===== src/rtl/div.sv =====
// Sequential 32-bit signed restoring divider: quotient to lo, remainder to hi.
// One quotient bit per cycle; done pulses once per completed or divide-by-zero request.
module div (
  input  logic        clock,
  input  logic        reset,
  input  logic        start,
  input  logic [31:0] dividend,
  input  logic [31:0] divisor,
  output logic [31:0] hi,
  output logic [31:0] lo,
  output logic        busy,
  output logic        done,
  output logic        div_zero
);

  localparam logic [1:0] IDLE = 2'd0;
  localparam logic [1:0] RUN  = 2'd1;
  localparam logic [1:0] FIX  = 2'd2;
  localparam logic [1:0] DONE = 2'd3;

  logic [1:0]  state;
  logic [31:0] r;
  logic [31:0] q;
  logic [31:0] dvs;
  logic [4:0]  cnt;
  logic        neg_q;
  logic        neg_r;
  logic [32:0] shifted;
  logic [32:0] trial;
  logic [31:0] mag_a;
  logic [31:0] mag_b;

  // The partial remainder never reaches 2^32 once stored, so its top bit lives
  // only in the shifted/trial values and is not kept in the register.
  always_comb begin
    shifted = {r, q[31]};
    trial   = shifted - {1'b0, dvs};
    mag_a   = dividend[31] ? -dividend : dividend;
    mag_b   = divisor[31]  ? -divisor  : divisor;
  end

  always_ff @(posedge clock) begin
    if (reset) begin
      state    <= IDLE;
      r        <= '0;
      q        <= '0;
      dvs      <= '0;
      cnt      <= '0;
      neg_q    <= 1'b0;
      neg_r    <= 1'b0;
      hi       <= '0;
      lo       <= '0;
      div_zero <= 1'b0;
    end else begin
      div_zero <= 1'b0;
      case (state)
        IDLE, DONE: begin
          if (start) begin
            if (divisor == '0) begin
              state    <= DONE;
              div_zero <= 1'b1;
            end else begin
              neg_q <= dividend[31] ^ divisor[31];
              neg_r <= dividend[31];
              q     <= mag_a;
              dvs   <= mag_b;
              r     <= '0;
              cnt   <= '0;
              state <= RUN;
            end
          end else begin
            state <= IDLE;
          end
        end
        RUN: begin
          if (!trial[32]) begin
            r <= trial[31:0];
            q <= {q[30:0], 1'b1};
          end else begin
            r <= shifted[31:0];
            q <= {q[30:0], 1'b0};
          end
          cnt <= cnt + 5'd1;
          if (cnt == 5'd31) state <= FIX;
        end
        FIX: begin
          lo    <= neg_q ? -q : q;
          hi    <= neg_r ? -r : r;
          state <= DONE;
        end
        default: state <= IDLE;
      endcase
    end
  end

  assign busy = (state == RUN) || (state == FIX);
  assign done = (state == DONE);

endmodule


===== config.mk =====
export PLATFORM = sky130hd
export DESIGN_NAME = div
export DESIGN_NICKNAME = d
export VERILOG_FILES = /design/src/rtl/div.sv
export SDC_FILE = /design/constraint.sdc
export NUM_CORES = 1
export LEC_CHECK = 0
export ABC_CLOCK_PERIOD_IN_PS = 5200
export CORE_MARGIN = 10
export CORE_UTILIZATION = 50
export DETAILED_ROUTE_END_ITERATION = 12
export PLACE_DENSITY = 0.73
export REMOVE_ABC_BUFFERS = 1
export SKIP_CTS_REPAIR_TIMING = 1
export SYNTH_ARGS = -nofsm -noshare
export SYNTH_HDL_FRONTEND = slang
export SYNTH_SLANG_ARGS = --single-unit

===== constraint.sdc =====
create_clock -name clock -period 5.2 [get_ports clock]
set_clock_uncertainty 0.2 [all_clocks]
set_input_delay 1.56 -clock clock [delete_from_list [all_inputs] [get_ports clock]]
set_output_delay 1.56 -clock clock [all_outputs]
set_load 0.005 [all_outputs]

Word level (Yosys, flattened, before mapping)
Cells that the tools add are included.
{"block": "word_totals", "regBits": 170, "latchBits": 0, "mem_bits_rw": 0, "rom_bits": 0, "in_bits": 67, "out_inout_bits": 67, "wordCells": 55, "mem_count": 0}
{"block": "classes", "n_addsub": 6, "mul": 0, "div_mod_pow": 0, "order_cmp": 0, "n_eq_ne": 7, "shifts": 0, "n_mux": 20, "bitwise": 4, "n_reduce_logical": 8}
{"op": "2-to-1 mux 32 bit", "n": 9}
{"op": "negator 32 bit", "n": 4}
{"op": "one-hot mux 32 bit (2 select lines)", "n": 2}
{"op": "subtractor 33 x 32 -> 33 bit", "n": 1}
{"op": "zero test 32 bit", "n": 1}
{"op": "2-to-1 mux 5 bit", "n": 2}
{"op": "one-hot mux 5 bit (2 select lines)", "n": 1}
{"op": "2-to-1 mux 2 bit", "n": 3}
{"op": "!= test 2 bit (second input constant)", "n": 3}
{"op": "one-hot mux 2 bit (3 select lines)", "n": 1}
{"op": "AND reduction 3 bit", "n": 2}
{"op": "adder 5 x 1 -> 5 bit (second input constant)", "n": 1}
{"op": "equality test 5 bit (second input constant)", "n": 1}
{"op": "equality test 2 bit (second input constant)", "n": 2}
{"op": "inverter 1 bit", "n": 3}
{"op": "OR reduction 3 bit", "n": 1}
{"op": "equality test 2 x 1 -> 1 bit (second input constant)", "n": 1}
{"op": "zero test 2 bit", "n": 1}
{"op": "2-to-1 mux 1 bit", "n": 2}
{"op": "nonzero test 2 bit", "n": 1}
{"op": "OR reduction 2 bit", "n": 1}
{"op": "logical OR 1 bit", "n": 1}
{"op": "XOR 1 bit", "n": 1}

Longest topological paths before layout
Gate-level depths: netlist of the first run.
{"block": "depth", "word_depth": 5, "ltp_mapped": 13, "depth_no_buf": 12}

Least setup slack after synthesis of the first run
No wires, ideal clock.
{"block": "synth_path", "path_kind": "input to register", "startpoint": "in dividend[8]", "endpoint": "reg q[25]", "setup_time_ps": 74, "arrival_time_ps": 4127, "t_required_ps": 4926, "setup_slack_ps": 798, "path_stages": 9, "n_path_buf": 0, "cell_sequence": "or4_4 > or3_4 > or4_4 > or3_4 > or3_4 > o31ai_2 > xnor2_1 > nand2_1 > a31oi_1"}
{"block": "synth_via", "elab_chain_cells": 5}
{"item": "from (decl)", "line": "7", "text": "input logic [31:0] dividend,"}
{"item": "negator 32 bit", "line": "38", "text": "mag_a = dividend[31] ? -dividend : dividend;"}
{"item": "2-to-1 mux 32 bit", "line": "38"}
{"item": "2-to-1 mux 32 bit", "line": "59", "text": "if (divisor == '0) begin"}
{"item": "2-to-1 mux 32 bit", "line": "58", "text": "if (start) begin"}
{"item": "one-hot mux 32 bit (2 select lines)", "line": "56", "text": "case (state)"}
{"item": "to (signal assigned)", "line": "65", "text": "q <= mag_a;"}
{"item": "to (signal assigned)", "line": "78", "text": "q <= {q[30:0], 1'b1};"}
{"item": "to (signal assigned)", "line": "81", "text": "q <= {q[30:0], 1'b0};"}
{"item": "to (decl)", "line": "23", "text": "logic [31:0] q;"}
No other way between the ends. The select of a mux whose other input is x is not followed.
A chain may end at the register's enable or synchronous reset.

Worst setup path after layout of the first run
{"block": "layout_path", "startpoint": "in dividend[8]", "endpoint": "reg q[27]"}
Same word-level chain as after synthesis.

==> flow_results.org, run 1 <==
** Synthesis
- Number of instances in the synthesized netlist :: 1300
- Mean area per synthesized cell :: roughly 8.1 µm²
- Proportion of synthesized chip area in sequential cells :: 0.323
- Synthesis inferred 170 register bits.
- Number of unique standard cell types used by synthesis :: 63
- Counting flops with a built-in enable in the synthesized netlist gives 0.
- After synthesis the cells add up to 0.0105 mm².
- For this run, the number of Yosys warnings is 0.
- Among all flip-flop cells after synthesis, the most frequent one is dfxtp_1.
- After synthesis, the share of flip-flops with an asynchronous set or reset is 0.

** Global routing
- Entering global routing, the biggest net connects 75 pins.
- Across every metal layer, demand over resource in global routing totals 0.212.
- Via count of the first global-routing pass :: 9274
- Global-route wire length before repair :: ~47000 µm
- The total overflow left after global routing is 0.
- The initial antenna violation count came to 3.

** STA
- For this run, the top clock speed supported by timing is ~220 MHz.
- The hold violation total from the final report was 0.
- Measured against its own limit, the worst slew margin works out to 0.228.
- For the finished layout, the period the worst path requires is approximately 4.6 ns.
- Period utilization :: 0.888
- Final setup slack of the worst path :: ~0.58 ns
- Transition time at the pin with the least slew margin :: between 1 and 1.5 ns
- Setup violations remaining at the end of the flow were counted as 0.
- Number of max-slew violations in the final report :: 0
- Setup repair after global routing missed its margin :: no

** Power
- Overall power after layout :: 5.80 mW
- Power per unit of standard cell area :: around 460 mW/mm²
- Summed over all cells, the static leakage comes to roughly 4.7 nW.
- The worst-case IR drop observed on VDD is roughly 0.00030 V.

** Clocking
- Clock-pin slew on the worst setup and hold paths :: about 0.070 ns
- Total number of clock tree sinks :: 170
- The clock reaches the later pin of the worst-skew pair after roughly 0.44 ns.
- The root buffer cell chosen for the clock tree is clkbuf_16.
- CTS tree :: done
- H-Tree Level Count :: 4
- In this run the deepest clock path goes through 2 buffers.
- Counting the buffers created by CTS gives 17.

** Worst setup path
- Of all nets on the critical path, the largest fanout is 5.
- Data on the critical path arrives at its endpoint at between 4 and 5 ns.
- By startpoint and endpoint, the worst setup path is classified as in -> reg.
- Startpoint Class :: input port
- The worst setup path is captured at a flop.
- Data required time at the worst endpoint :: 5.36 ns

** Drt
- Starting DRC count in detailed routing :: about 710
- Total number of vias :: roughly 10000
- Antenna-violating nets left :: 0
- DRC :: 0
- After detailed routing, the average wire length per cell comes to roughly 17 µm.
- Via density per instance :: slightly below 6
- Number of iterations in the first detailed-routing pass :: 5
- Wires add up to 28900 µm.

** Die
- In this run the count of I/O pins placed on the die edge is 134.
- Core region area :: about 0.021 mm²
- The die is 165 µm wide.
- Cell row count :: 53
- Die Outline Area :: 0.0273 mm²
- Starting density of the core :: 0.504
- Die span in y :: 165 µm

** Layout
- Fill count :: approximately 2000
- Most common cell after layout, fill and taps aside :: dfxtp_1
- Of the cells placed in the final design, the portion with a size suffix greater than 1 is 0.0567.
- NumNets Final :: 1506
- In the layout the commonest cells are dfxtp_1, nor2_1, clkdlybuf4s50_1, nand2_1, o21ai_0.
- Final core occ :: 0.605
- Synth-to-layout area growth :: 19.9%

** Min path
- The path class of the tightest hold or removal check is reg -> reg.

** Status
- Run status :: finished clean

** Place
- Global placer's final weighted congestion :: ~0.88
- Port Buffers :: 133
- Before CTS, the worst setup slack after placement is between 0.1 and 0.15 ns.
- Detailed placement finished with a half-perimeter wire length of 21100 µm.

** Flow run
- Max-cap violation count :: 0
-- through the flow --
stage	hold slack, ns	area [µm²]	setup TNS (ns)	std cells
floorplan	0.226	10200	-1.17	1223
global placement	0.244	12100	0	1653
detailed placement	0.251	12100	0	1653
CTS	0.259	12600	0	1685
global route	0.282	12600	0	1687
finish	0.258	12600	0	1688
-- registers in the layout, indices dropped and copies added (netlist names) --
register	cells
state	2
hi	32
cnt	5
div_zero	1
dvs	32
neg_r	1
lo	32
r	32
neg_q	1
q	32
-- critical path, cell delays in order --
cell and delay (ns):
clkdlybuf4s50_1 0.45, or4_4 0.56, or3_4 0.36, or4_4 0.51, or3_4 0.37, or3_4 0.38
o31ai_2 0.24, xnor2_1 0.16, nand2_1 0.07, a31oi_1 0.12
-- kinds of logic (layout without fill, tap and decap cells) --
logic type	after synthesis	in the layout	share of synthesized area
buffers and inverters	123	233	0.0500
AND/OR/NAND/NOR	397	397	0.172
flip-flops	170	170	0.323
AO/OA/AOI/OAI	382	382	0.245
multiplexers	37	37	0.0352
adder cells (fa/ha/maj)	42	42	0.0506
XOR/XNOR	149	149	0.124
other	0	3	0
-- metal layers --
layer	global-route usage	wire length, µm	vias up
li1	-	-	4890
met3	0.0498	1910	52
met5	0	13	-
met1	0.276	12700	4584
met4	0.0713	674	2
met2	0.339	13600	298
-- power breakdown --
group / total (mW) / switching, mW / internal [mW]
combinational: 2.61 / 1.43 / 1.18
clock: 1.25 / 0.557 / 0.691
sequential: 1.93 / 0.288 / 1.65
-- synth_stat cells, drive strengths merged (12+ instances only) --
| library cell | instances | share of area |
|---|---|---|
| o41ai | 16 | 0.013 |
| nand2b | 13 | 0.0077 |
| mux2i | 37 | 0.035 |
| inv | 46 | 0.016 |
| a21oi | 58 | 0.028 |
| xnor2 | 71 | 0.059 |
| or4 | 18 | 0.014 |
| nor2 | 148 | 0.053 |
| a21o | 12 | 0.0086 |
| xor2 | 78 | 0.065 |
| o31ai | 35 | 0.026 |
| o21ai | 93 | 0.044 |
| or3 | 12 | 0.0088 |
| nand2 | 130 | 0.046 |
| ha | 41 | 0.049 |
| nand3 | 18 | 0.0086 |
| buf | 15 | 0.0068 |
| a22oi | 12 | 0.0086 |
| dfxtp | 170 | 0.32 |
| nor3 | 19 | 0.0090 |
| a211oi | 88 | 0.063 |
| clkbuf | 62 | 0.027 |
-- area by class of cell --
cell class,instances,area [µm²],share of cell area
clock buffer,20,457,0.0362
inverter,46,173,0.0137
timing repair buffer,155,1510,0.119
clock inverter,12,114,0.00901
sequential,170,3400,0.269
multi-input combinational,1007,6630,0.525
tap,275,344,0.0272
antenna,3,7.51,0.000594
-- path summary, 6_finish.rpt --
path | startpoint | end | slack, ns | cells past startpoint
worst max register to register | q[31] | r[27] | 1.20 | 14
worst max-delay path | dividend[8] | q[27] | 0.58 | 10
worst min-delay path | dvs[16] | dvs[16] | 0.26 | 2
worst min register to register | dvs[16] | dvs[16] | 0.26 | 2
Note: power is estimated with default switching activity, not from simulation.
==> inputs of run 2 (changes only) <==
ABC_AREA = 1   (was not set)
PLACE_DENSITY = 0.72   (was 0.73)
==> run 2 against run 1 <==
- first-iteration DRC count rose by 52%
- flip-flop and latch count stayed put
- fmax rose by 11%
- critical endpoint is now r[25]
- via count rose by 38%
- sequential power decreased by 9%
- die area grew 18%
- largest power group unchanged
- critical path type unchanged
==> flow_results.org, run 2 <==
** Status
- Run status :: finished clean

** STA
- Transition time at the pin with the least slew margin :: 0.966 ns (-0.190 ns)
- The count of final max-slew check failures came to 0 (unchanged).
- Final count of hold timing violations :: 0 (unchanged)
- Setup repair after global routing left no endpoint under its margin.
- Period utilization :: 0.802 (-0.0863)
- The maximum clock frequency was 240 MHz (+11%).
- Setup TNS after final layout :: 0 ns (unchanged)
- The final-report setup violation count was 0 (unchanged).
- The final worst slack was 1.03 ns (+0.449 ns).
- The final critical delay including setup and external delays was 4.17 ns (-0.449 ns).
- The headroom to the max-slew limit is 0.356 (+0.128).
- The hold slack is 0.271 ns (+0.0131 ns).

** Synthesis
- The portion of synthesized cell area occupied by the leading cell type came to 0.269 (-0.0543).
- Ranked by total cell area, the synthesized netlist is headed by dfxtp_1, nand2_1, inv_1.
- Post-synth EDFFs :: 0 (unchanged)
- After synthesis, the largest family of logic cells by area is simple AND/OR/NAND/NOR gates.
- Proportion of synthesized chip area in sequential cells :: 0.269 (-0.0543)
- The number of flip-flops and latches in the synthesized netlist was 170 (unchanged).
- The arithmetic-cell share of the synthesized area counting full adders, half adders and majority gates was 0.0421 (-0.00850).
- Compound-cell area share of the yosys netlist :: 0.146 (-0.0996)
- The average cell area after synthesis is 5.97 µm² (-26%).
- Warnings, synthesis :: 0 (unchanged)
- Share of synthesized area spent on multiplexers :: 0 (-0.0352)
- For this run, the leading register cell type out of synthesis is dfxtp_1.
- The synthesized design spends more area on one cell type than any other, namely dfxtp_1.
- The post-synthesis cell count came to 2121 (+63%).
- Synthesized area :: 0.0127 mm² (+20%)
- Ranked by instance count, the synthesized netlist is headed by nand2_1, inv_1, nor2_1, dfxtp_1, nand3_1.
- Async set or reset register ratio after synthesis :: 0 (unchanged)
- Number of unique standard cell types used by synthesis :: 45 (-29%)
- Yosys instantiated no cell more often than nand2_1.
- The area fraction in and, or, nand and nor cells after synthesis is 0.368 (+0.196).
- Share of the synthesized netlist area taken by xor and xnor gates :: 0.0477 (-0.0761)

** Drt
- Via density per instance :: 5.32 (-8.6%)
- Average routed wire per standard cell :: 15.6 µm (-8.9%)
- Starting DRC count in detailed routing :: 1070 (+52%)
- The post-detailed-route count of antenna-violating nets came to 0 (unchanged).
- Number of iterations in the first detailed-routing pass :: 6 (+1)
- The routed via count was 13600 (+38%).
- Final routed wirelength across all metal layers :: 39800 µm (+38%)
- DRC :: 0 (unchanged)

** Global routing
- The overall fraction of global-route tracks in use was 0.246 (+0.0337).
- The aggregate global routing overflow was 0 (unchanged).
- Number of antenna violations at the first check in global routing :: 1 (-2)
- The first-pass GRT wire length is 64000 µm (+35%).
- Via count of the first global-routing pass :: 12700 (+37%)
- Largest net degree at the start of global routing :: 81 (+8.0%)

** Place
- Placement-stage worst setup slack :: 0.601 ns (+0.466 ns)
- Global placer's final weighted congestion :: 0.944 (+7.2%)
- The HPWL after detailed placement is 30600 µm (+45%).
- The count of port buffers added during placement came to 133 (unchanged).
- Placed cell count :: 2521 (+53%)

** Die
- The top-level I/O count is 134 (unchanged).
- Die width :: 179 µm (+8.5%)
- Cell row count :: 58 (+9.4%)
- The starting density of the core came to 0.506 (+0.00136).
- The y dimension of the die came to 179 µm (+8.5%).
- Core region area :: 0.0250 mm² (+20%)
- The full die area came to 0.0321 mm² (+18%).

** Power
- Static leakage :: 7.30 nW (+56%)
- Maximum vdd ir drop :: 0.000200 V (-34%)
- Power per unit of standard cell area :: 380 mW/mm² (-17%)

** Clocking
- Number of buffers inserted during clock tree synthesis :: 17 (unchanged)
- CTS tree :: done
- Master cell of the clock root buffer :: clkbuf_16
- The clock network latency to the later pin of the worst-skew pair was 0.43 ns (about the same).
- The largest buffer count on any clock path was 2 (unchanged).
- Total number of clock tree sinks :: 170 (unchanged)
- H-Tree Level Count :: 4 (unchanged)
- Clock-pin slew on the worst setup and hold paths :: 0.07 ns (about the same)

** Worst setup path
- In this run the worst setup path begins at divisor[0].
- FF-to-FF End :: r[16]
- Startpoint Class :: input port
- Last element of the critical path :: r[25]
- WS Path Type :: in -> reg
- R2R setup slack :: 2.14 ns (+0.94 ns)
- Critical path fanouts, max :: 32 (+27)
- STA classifies the critical path endpoint as a flop.
- In this run the critical register-to-register path is launched from r[16].
- The data required time of the worst path was 5.27 ns (-0.09 ns).
- The worst path arrival time was 4.24 ns (-0.54 ns).
- The logic depth of the worst register-to-register path is 13 (-1).

** Layout
- The utilization after layout came to 0.592 (-0.0124).
- The library cell used most frequently in the layout, excluding fill and tap cells, is nand2_1.
- Synth-to-layout area growth :: 17.1%
- Non-filler instance count after layout :: 2551 (+51%)
- Share of final-layout standard cells stronger than drive strength 1 :: 0.0360 (-0.0207)
- Commonest cells after routing, fill and taps aside :: nand2_1, inv_1, nor2_1, dfxtp_1, nand3_1
- NumNets Final :: 2319 (+54%)

** Flow run
- The max-cap violation count was 0 (unchanged).

** Min path
- Class of the worst hold path :: reg -> reg
- Min-delay src :: cnt[3]
## run 2: metal layers
metal | vias up | share of wire | global-route usage
met5 | - | 0 | 0
met1 | 6193 | 0.42 | 0.286
met2 | 362 | 0.49 | 0.444
li1 | 6941 | - | -
met3 | 75 | 0.049 | 0.0360
met4 | 0 | 0.036 | 0.0984
## run 2: cell type report
class                   count  area, µm²
diodes                      1       2.50
inverters                 336       1260
repair buffers            146       1440
multi-input cells        1539       7660
clock buffers              18        429
flip-flops and latches    170       3400
well taps                 330        413
fillers                  2506      10200
clock inverters            11        219
## run 2: critical path, stage by stage
cell and delay [ns]:
clkdlybuf4s50_1 0.45, inv_1 0.06, ha_1 0.21, nand2_1 0.21, nor2_2 0.08, nand2_1 0.11, nor2_2 0.07, nand3_2 0.10
nand3_4 0.17, nand2_4 0.22, clkinv_2 0.46, buf_4 0.39, nand2_1 0.08, a21oi_1 0.06
## run 2: worst min path at each step
| stage | endpoint | cells past startpoint |
|---|---|---|
| floorplan | dvs[3] | 2 |
| global placement | cnt[4] | 2 |
| detailed placement | cnt[3] | 2 |
| CTS | cnt[3] | 2 |
| global route | cnt[3] | 2 |
| finish | cnt[3] | 2 |
## run 2: where the power goes
group,switching [mW],internal (mW),leakage [nW]
combinational,1.52,0.910,5.60
clock,0.560,0.897,0.313
sequential,0.186,1.57,1.39
## run 2: kinds of logic (layout without fill, tap and decap cells)
group	count (synthesis)	in the layout
other	0	1
adder cells (fa/ha/maj)	42	42
flip-flops	170	170
AO/OA/AOI/OAI	326	326
XOR/XNOR	69	69
AND/OR/NAND/NOR	1102	1102
buffers and inverters	412	511
## run 2: through the flow
| step | total power [mW] | area [µm²] |
|---|---|---|
| final | 5.64 | 14800 |
| after global routing | 6.03 | 14800 |
| after CTS | 5.65 | 14800 |
| after detailed placement | 4.20 | 14200 |
| after global placement | 4.16 | 14200 |
| after floorplan | 3.24 | 12300 |
